## src/rtl/digdar_seq_pkg.sv

```systemverilog
// Shared types and constants for the digdar capture sequencer
// and the event counters used for time-stamping.
package digdar_seq_pkg;

    typedef enum logic [2:0] {
        S_IDLE      = 3'd0,
        S_ARM       = 3'd1,
        S_WAIT_TRIG = 3'd2,
        S_CAPTURE   = 3'd3,
        S_READY     = 3'd4,
        S_HOLDOFF   = 3'd5
    } seq_state_t;

    localparam logic [3:0] TRIG_NONE  = 4'd0;
    localparam logic [3:0] TRIG_RADAR = 4'd2;
    localparam logic [3:0] TRIG_ACP   = 4'd3;
    localparam logic [3:0] TRIG_ARP   = 4'd4;

    localparam int CLK_W   = 64;
    localparam int PULSE_W = 32;
    localparam int ACP_W   = 16;
    localparam int ARP_W   = 32;
    localparam int SKIP_W  = 16;
    localparam int HOLD_W  = 32;

    // Radar source is offered only once the skip budget is spent.
    function automatic logic [3:0] radar_gate(
        input logic [SKIP_W-1:0] skip,
        input logic [3:0]        code
    );
        return (skip == '0) ? code : TRIG_NONE;
    endfunction

endpackage

```

## src/rtl/digdar_event_counters.sv

```systemverilog
// Free-running clock, radar-pulse, ACP and ARP counters
// shared by digdar blocks for time-stamping.
module digdar_event_counters
    import digdar_seq_pkg::*;
(
    input  logic               clk,
    input  logic               rst_n,
    input  logic               radar_trig,
    input  logic               acp_trig,
    input  logic               arp_trig,
    output logic [CLK_W-1:0]   clk_cnt,
    output logic [PULSE_W-1:0] pulse_cnt,
    output logic [ACP_W-1:0]   acp_cnt,
    output logic [ARP_W-1:0]   arp_cnt
);

    always_ff @(posedge clk or negedge rst_n) begin
        if (!rst_n) begin
            clk_cnt   <= '0;
            pulse_cnt <= '0;
            acp_cnt   <= '0;
            arp_cnt   <= '0;
        end else begin
            clk_cnt <= clk_cnt + CLK_W'(1);
            if (radar_trig)
                pulse_cnt <= pulse_cnt + PULSE_W'(1);
            if (arp_trig)
                arp_cnt <= arp_cnt + ARP_W'(1);
            // ARP marks azimuth zero, so it wins over a same-cycle ACP.
            if (arp_trig)
                acp_cnt <= '0;
            else if (acp_trig)
                acp_cnt <= acp_cnt + ACP_W'(1);
        end
    end

endmodule

```

## src/rtl/digdar_capture_sequencer.sv

```systemverilog
// Autonomous arm / trigger / metadata sequencer for the scope
// capture path, running in the ADC clock domain.
module digdar_capture_sequencer
    import digdar_seq_pkg::*;
#(
    parameter logic [3:0] TRIG_SRC_RADAR = TRIG_RADAR,
    parameter int         CAP_START_TO   = 8,
    parameter int         OVR_W          = 16
) (
    input  logic               adc_clk_i,
    input  logic               adc_rstn_i,
    input  logic               radar_trig_i,
    input  logic               acp_trig_i,
    input  logic               arp_trig_i,
    input  logic               capturing_i,
    input  logic               cfg_enable_i,
    input  logic [SKIP_W-1:0]  cfg_skip_i,
    input  logic [HOLD_W-1:0]  cfg_holdoff_i,
    input  logic               sw_ack_i,
    output logic               arm_o,
    output logic [3:0]         trig_src_o,
    output logic               meta_valid_o,
    output logic [PULSE_W-1:0] pulse_num_o,
    output logic [ACP_W-1:0]   acp_cnt_o,
    output logic [ARP_W-1:0]   arp_cnt_o,
    output logic [CLK_W-1:0]   clk_stamp_o,
    output logic [OVR_W-1:0]   overrun_cnt_o,
    output logic [2:0]         state_o
);

    localparam int CAP_W = $clog2(CAP_START_TO + 1);
    localparam logic [CAP_W-1:0] CAP_LAST = CAP_W'(CAP_START_TO - 1);

    seq_state_t         state;
    logic [SKIP_W-1:0]  skip_cnt;
    logic [HOLD_W-1:0]  hold_cnt;
    logic [CAP_W-1:0]   cap_cnt;
    logic               seen_hi;

    logic [CLK_W-1:0]   clk_cnt;
    logic [PULSE_W-1:0] pulse_cnt;
    logic [ACP_W-1:0]   acp_cnt;
    logic [ARP_W-1:0]   arp_cnt;

    digdar_event_counters u_cnt (
        .clk        (adc_clk_i),
        .rst_n      (adc_rstn_i),
        .radar_trig (radar_trig_i),
        .acp_trig   (acp_trig_i),
        .arp_trig   (arp_trig_i),
        .clk_cnt    (clk_cnt),
        .pulse_cnt  (pulse_cnt),
        .acp_cnt    (acp_cnt),
        .arp_cnt    (arp_cnt)
    );

    assign state_o = state;

    always_ff @(posedge adc_clk_i or negedge adc_rstn_i) begin
        if (!adc_rstn_i) begin
            state         <= S_IDLE;
            skip_cnt      <= '0;
            hold_cnt      <= '0;
            cap_cnt       <= '0;
            seen_hi       <= 1'b0;
            arm_o         <= 1'b0;
            trig_src_o    <= TRIG_NONE;
            meta_valid_o  <= 1'b0;
            pulse_num_o   <= '0;
            acp_cnt_o     <= '0;
            arp_cnt_o     <= '0;
            clk_stamp_o   <= '0;
            overrun_cnt_o <= '0;
        end else begin
            arm_o <= 1'b0;
            // Missed pulses are counted even if READY is being left.
            if (state == S_READY && radar_trig_i &&
                overrun_cnt_o != {OVR_W{1'b1}})
                overrun_cnt_o <= overrun_cnt_o + OVR_W'(1);

            if (!cfg_enable_i) begin
                state        <= S_IDLE;
                trig_src_o   <= TRIG_NONE;
                meta_valid_o <= 1'b0;
            end else begin
                unique case (state)
                    S_IDLE: begin
                        state <= S_ARM;
                        arm_o <= 1'b1;
                    end
                    S_ARM: begin
                        skip_cnt   <= cfg_skip_i;
                        trig_src_o <= radar_gate(cfg_skip_i,
                                                 TRIG_SRC_RADAR);
                        state      <= S_WAIT_TRIG;
                    end
                    S_WAIT_TRIG: begin
                        if (radar_trig_i && skip_cnt == '0) begin
                            pulse_num_o <= pulse_cnt + PULSE_W'(1);
                            acp_cnt_o   <= acp_cnt;
                            arp_cnt_o   <= arp_cnt;
                            clk_stamp_o <= clk_cnt;
                            trig_src_o  <= TRIG_NONE;
                            cap_cnt     <= '0;
                            seen_hi     <= 1'b0;
                            state       <= S_CAPTURE;
                        end else if (radar_trig_i) begin
                            skip_cnt   <= skip_cnt - SKIP_W'(1);
                            trig_src_o <= radar_gate(
                                skip_cnt - SKIP_W'(1), TRIG_SRC_RADAR);
                        end
                    end
                    S_CAPTURE: begin
                        if (capturing_i) begin
                            seen_hi <= 1'b1;
                        end else if (seen_hi || cap_cnt == CAP_LAST) begin
                            meta_valid_o <= 1'b1;
                            state        <= S_READY;
                        end
                        if (!seen_hi && cap_cnt != CAP_LAST)
                            cap_cnt <= cap_cnt + CAP_W'(1);
                    end
                    S_READY: begin
                        if (sw_ack_i) begin
                            meta_valid_o <= 1'b0;
                            if (cfg_holdoff_i == '0) begin
                                state <= S_ARM;
                                arm_o <= 1'b1;
                            end else begin
                                hold_cnt <= cfg_holdoff_i;
                                state    <= S_HOLDOFF;
                            end
                        end
                    end
                    S_HOLDOFF: begin
                        if (hold_cnt <= HOLD_W'(1)) begin
                            state <= S_ARM;
                            arm_o <= 1'b1;
                        end else begin
                            hold_cnt <= hold_cnt - HOLD_W'(1);
                        end
                    end
                    default: begin
                        state <= S_IDLE;
                    end
                endcase
            end
        end
    end

endmodule

```

## config.mk

```make
export PLATFORM = sky130hd
export DESIGN_NAME = digdar_capture_sequencer
export DESIGN_NICKNAME = d
export VERILOG_FILES = /design/src/rtl/digdar_seq_pkg.sv /design/src/rtl/digdar_event_counters.sv /design/src/rtl/digdar_capture_sequencer.sv
export SDC_FILE = /design/constraint.sdc
export NUM_CORES = 1
export LEC_CHECK = 0
export CAP_MARGIN = 30
export CORE_UTILIZATION = 41
export CTS_CLUSTER_DIAMETER = 50
export DETAILED_ROUTE_END_ITERATION = 10
export PLACE_DENSITY = 0.71
export SETUP_SLACK_MARGIN = 0.15
export SLEW_MARGIN = 20
export SYNTH_ARGS = -nofsm -noshare
export SYNTH_HDL_FRONTEND = slang
export SYNTH_SLANG_ARGS = --single-unit
```

## constraint.sdc

```tcl
create_clock -name adc_clk_i -period 7.9 [get_ports adc_clk_i]
set_clock_uncertainty 0.15 [all_clocks]
set_input_delay 0.79 -clock adc_clk_i [delete_from_list [all_inputs] [get_ports adc_clk_i]]
set_output_delay 0.79 -clock adc_clk_i [all_outputs]
set_load 0.01 [all_outputs]
```

==> summary.txt <==
Run status
  – Status: completed

Power and ir drop
  – Static Leak: 0.00934 uW
  – Worst vdd rail ir drop: 175 uV
  – Cell Pwr Density: 240 mW/mm^2

STA
  – Final Hold Viols: 0
  – Relative slew slack: 37.8%
  – Share of the clock period used by the worst path: 50.4%
  – Final Setup Violations: 0
  – Worst setup margin: 3.92 ns
  – Peak Freq: 251 MHz
  – RSZ-0062 raised after global routing: false
  – Minimum clock period: 3.98 ns
  – Hold Slack: 0.0447 ns
  – Fin Setup TNS: 0 ns
  – Max-slew violations: 0
  – Worst Max-Slew Pin Slew: 0.931 ns

CTS
  – H-tree Lvls: 2
  – CTS buffer count: 43
  – Clock latency on the worst-skew pair: 0.58 ns
  – Clk buf depth: 3
  – Clock sink count: 363
  – Cts hold-fix bufs: 0
  – Total setup buffers inserted after CTS: 0
  – CTS tree: yes
  – Root Driver: clkbuf_16
  – CTS clk-pin slew, worst paths: 0.06 ns
  – Post-CTS Resized: 0

Drt
  – Via count: 13,500
  – Drt drc: 0
  – Initial DRT Pass Iterations: 5
  – Vias per cell: 5.26
  – Drt initial violations: 899
  – Per-cell routed wire length: 16.0 um
  – Final ANT Viol Nets: 0
  – Final WL: 41.0 mm

Die
  – Die Ht: 205 um
  – Ports: 225
  – Die width: 205 um
  – Core ar.: 0.0401 mm^2
  – Initial Util: 41.9%
  – Rows: 73
  – Die area: 0.0418 mm^2

Critical path
  – Slowest cell on the critical path: clkdlybuf4s50_1
  – CP Capture Type: flop
  – CP Cell Sequence: clkdlybuf4s50_1 -> inv_1 -> or3_1 -> or2_2 -> nor2_4 -> buf_16 -> buf_4 -> nand2_1 -> nand2_1
  – Worst flop-to-flop path startpoint: skip_cnt[1]$_DFFE_PN0P_
  – R2r setup slk: 4.18 ns
  – WS Path Type: input pin to flop
  – R2R cell count: 10
  – CP Data Arrival Time: 4.34 ns
  – Req. time, crit path: 8.27 ns
  – Most used cell, CP: nand2_1
  – Startpoint types: input pin
  – Critical Path Max Stage Delay: 1.04 ns
  – Crit Path Max Fanout: 67
  – Reg-to-reg endpoint: clk_stamp_o[36]$_DFFE_PN0P_

Synthesis
  – Netlist Area Pre-Place: 0.0168 mm^2
  – Post-synth ARST share: 100%
  – Sequential area share after synthesis: 54.0%
  – Synth unique cells: 59
  – Synth Warn #: 0
  – EDFF count, synth: 0
  – Gate Count Post-Synth: 1,808
  – Ys flop type: dfrtp_1
  – Synthesized area per cell: 9.30 um^2
  – Post-synthesis register bit count: 363

Global routing
  – Vias in the first global route: 13,300
  – GR Util met1: 26.8%
  – Met3 global-route usage: 5.17%
  – Largest net degree at the start of global routing: 167
  – First-pass GRT wire length: 68.3 mm
  – Top Usage Layer GRT: met2
  – Grt ovf: 0
  – Routing usage on met2: 31.4%
  – Initial antenna violation count: 0
  – GRT Util Overall: 20.0%

Final layout
  – Storage cell area: 0.00908 mm^2
  – Share of cells above drive strength 1: 4.87%
  – Final nets: 2,067
  – Final cell count without fillers: 2,556
  – Antenna Cells: 0
  – Layout fillers: 3,614
  – Util after Layout: 52.3%
  – Area taken by multi-input logic gates: 0.00731 mm^2
  – P&R area growth vs syn: 24.7%

Place
  – Pre-CTS worst setup slack: 2.99 ns
  – Input/output buffers: 221
  – RePlAce Congestion: 0.904
  – Final HPWL DP: 28.0 mm
  – Post-Place Cells: 2,478

Min path
  – Hold Crit Class: input pin to asynchronous set/reset pin

Run
  – Max-cap violations: 0
==> synthesized netlist by cell type, types with 4 or more instances <==
master | count | area share (%)
a21oi_1 | 60 | 1.8
a31oi_1 | 14 | 0.52
and2_1 | 15 | 0.56
and3_1 | 33 | 1.2
and4_1 | 12 | 0.63
buf_1 | 4 | 0.089
buf_2 | 8 | 0.24
clkbuf_1 | 74 | 1.7
dfrtp_1 | 363 | 54
ha_1 | 10 | 0.74
inv_1 | 25 | 0.56
mux2_2 | 5 | 0.33
nand2_1 | 462 | 10
nand2b_1 | 8 | 0.30
nand3_1 | 58 | 1.7
nand4_1 | 49 | 1.8
nor2_1 | 116 | 2.6
nor2b_1 | 9 | 0.33
nor3_1 | 38 | 1.1
nor3b_1 | 7 | 0.31
nor4_1 | 37 | 1.4
o21a_1 | 9 | 0.40
o21ai_0 | 113 | 3.4
o22a_1 | 11 | 0.57
o22ai_1 | 4 | 0.15
or3_1 | 20 | 0.74
or4_1 | 9 | 0.40
xnor2_1 | 119 | 6.2
xor2_1 | 65 | 3.4
==> cell families after synthesis <==
group                      Yosys count  synth area share (%)
and+or+nand+nor                    886                  24.1
adders and majority gates           10                 0.744
muxes                                7                 0.454
buffers and inverters              114                  2.67
DFF                                363                  54.0
other                                1                0.0223
xor gates and xnor gates           184                  9.58
AOI/OAI and AO/OA                  243                  8.42
==> worst max-delay path by stage <==
stage,startpoint,end,slack [ns],depth (start not counted)
2_1_floorplan,skip_cnt[0]$_DFFE_PN0P_,skip_cnt[10]$_DFFE_PN0P_,5.20,9
3_3_place_gp,radar_trig_i,clk_stamp_o[51]$_DFFE_PN0P_,3.11,8
3_5_place_dp,radar_trig_i,clk_stamp_o[55]$_DFFE_PN0P_,2.99,8
4_1_cts,radar_trig_i,clk_stamp_o[5]$_DFFE_PN0P_,3.60,8
5_1_grt,radar_trig_i,clk_stamp_o[10]$_DFFE_PN0P_,3.67,9
6_report,radar_trig_i,clk_stamp_o[36]$_DFFE_PN0P_,3.92,9
==> critical path, delay by kind of cell <==
| kind | cells | cell delay, ns |
|---|---|---|
| buffers and inverters | 4 | 2.16 |
| and+or+nand+nor | 5 | 1.33 |
==> power breakdown <==
group          internal [uW]  switching (uW)
registers               2030             233
logic                    334             428
clock network           1200             808
total                   3570            1470
==> final cells by class <==
class / count / share of cell area [%]
Multi-Input combinational cell: 1333 / 34.8
Timing Repair Buffer: 235 / 11.3
Clock inverter: 19 / 1.21
Tap cell: 525 / 3.13
Sequential cell: 363 / 43.3
Clock buffer: 56 / 5.70
Inverter: 25 / 0.448
==> sequential cells by signal, summed over array words and instances (netlist names), 3 cells and up <==
name / cells
skip_cnt: 16
pulse_num_o: 32
acp_cnt_o: 16
u_cnt.pulse_cnt: 32
cap_cnt: 4
arp_cnt_o: 32
u_cnt.clk_cnt: 64
hold_cnt: 32
state_o: 3
overrun_cnt_o: 16
u_cnt.arp_cnt: 32
u_cnt.acp_cnt: 16
clk_stamp_o: 64
==> per-layer routing <==
layer | vias to the layer above | routed length, um
met1 | 6571 | 18400
met5 | - | 0
met3 | 74 | 2890
li1 | 6505 | -
met2 | 302 | 18700
met4 | 0 | 1030
==> layout by cell type, fill, tap and decap left out, types with 10 or more instances in the layout <==
cell | synthesis | routed
a21oi_1 | 60 | 60
a31oi_1 | 14 | 14
and2_1 | 15 | 15
and3_1 | 33 | 33
and4_1 | 12 | 12
clkbuf_16 | 0 | 43
clkdlybuf4s50_1 | 0 | 220
dfrtp_1 | 363 | 363
ha_1 | 10 | 10
inv_1 | 25 | 25
nand2_1 | 462 | 462
nand3_1 | 58 | 58
nand4_1 | 49 | 49
nor2_1 | 116 | 115
nor3_1 | 38 | 38
nor4_1 | 37 | 37
o21ai_0 | 113 | 113
o22a_1 | 11 | 11
or3_1 | 20 | 19
xnor2_1 | 119 | 119
xor2_1 | 65 | 65
==> metrics by stage <==
stage	power [uW]	instance area [um^2]
finish	5040	21000
global route	5290	21000
CTS	5080	20900
detailed placement	3050	19500
global placement	3010	19400
floorplan	2780	16800
(Power assumes the default switching activity.)
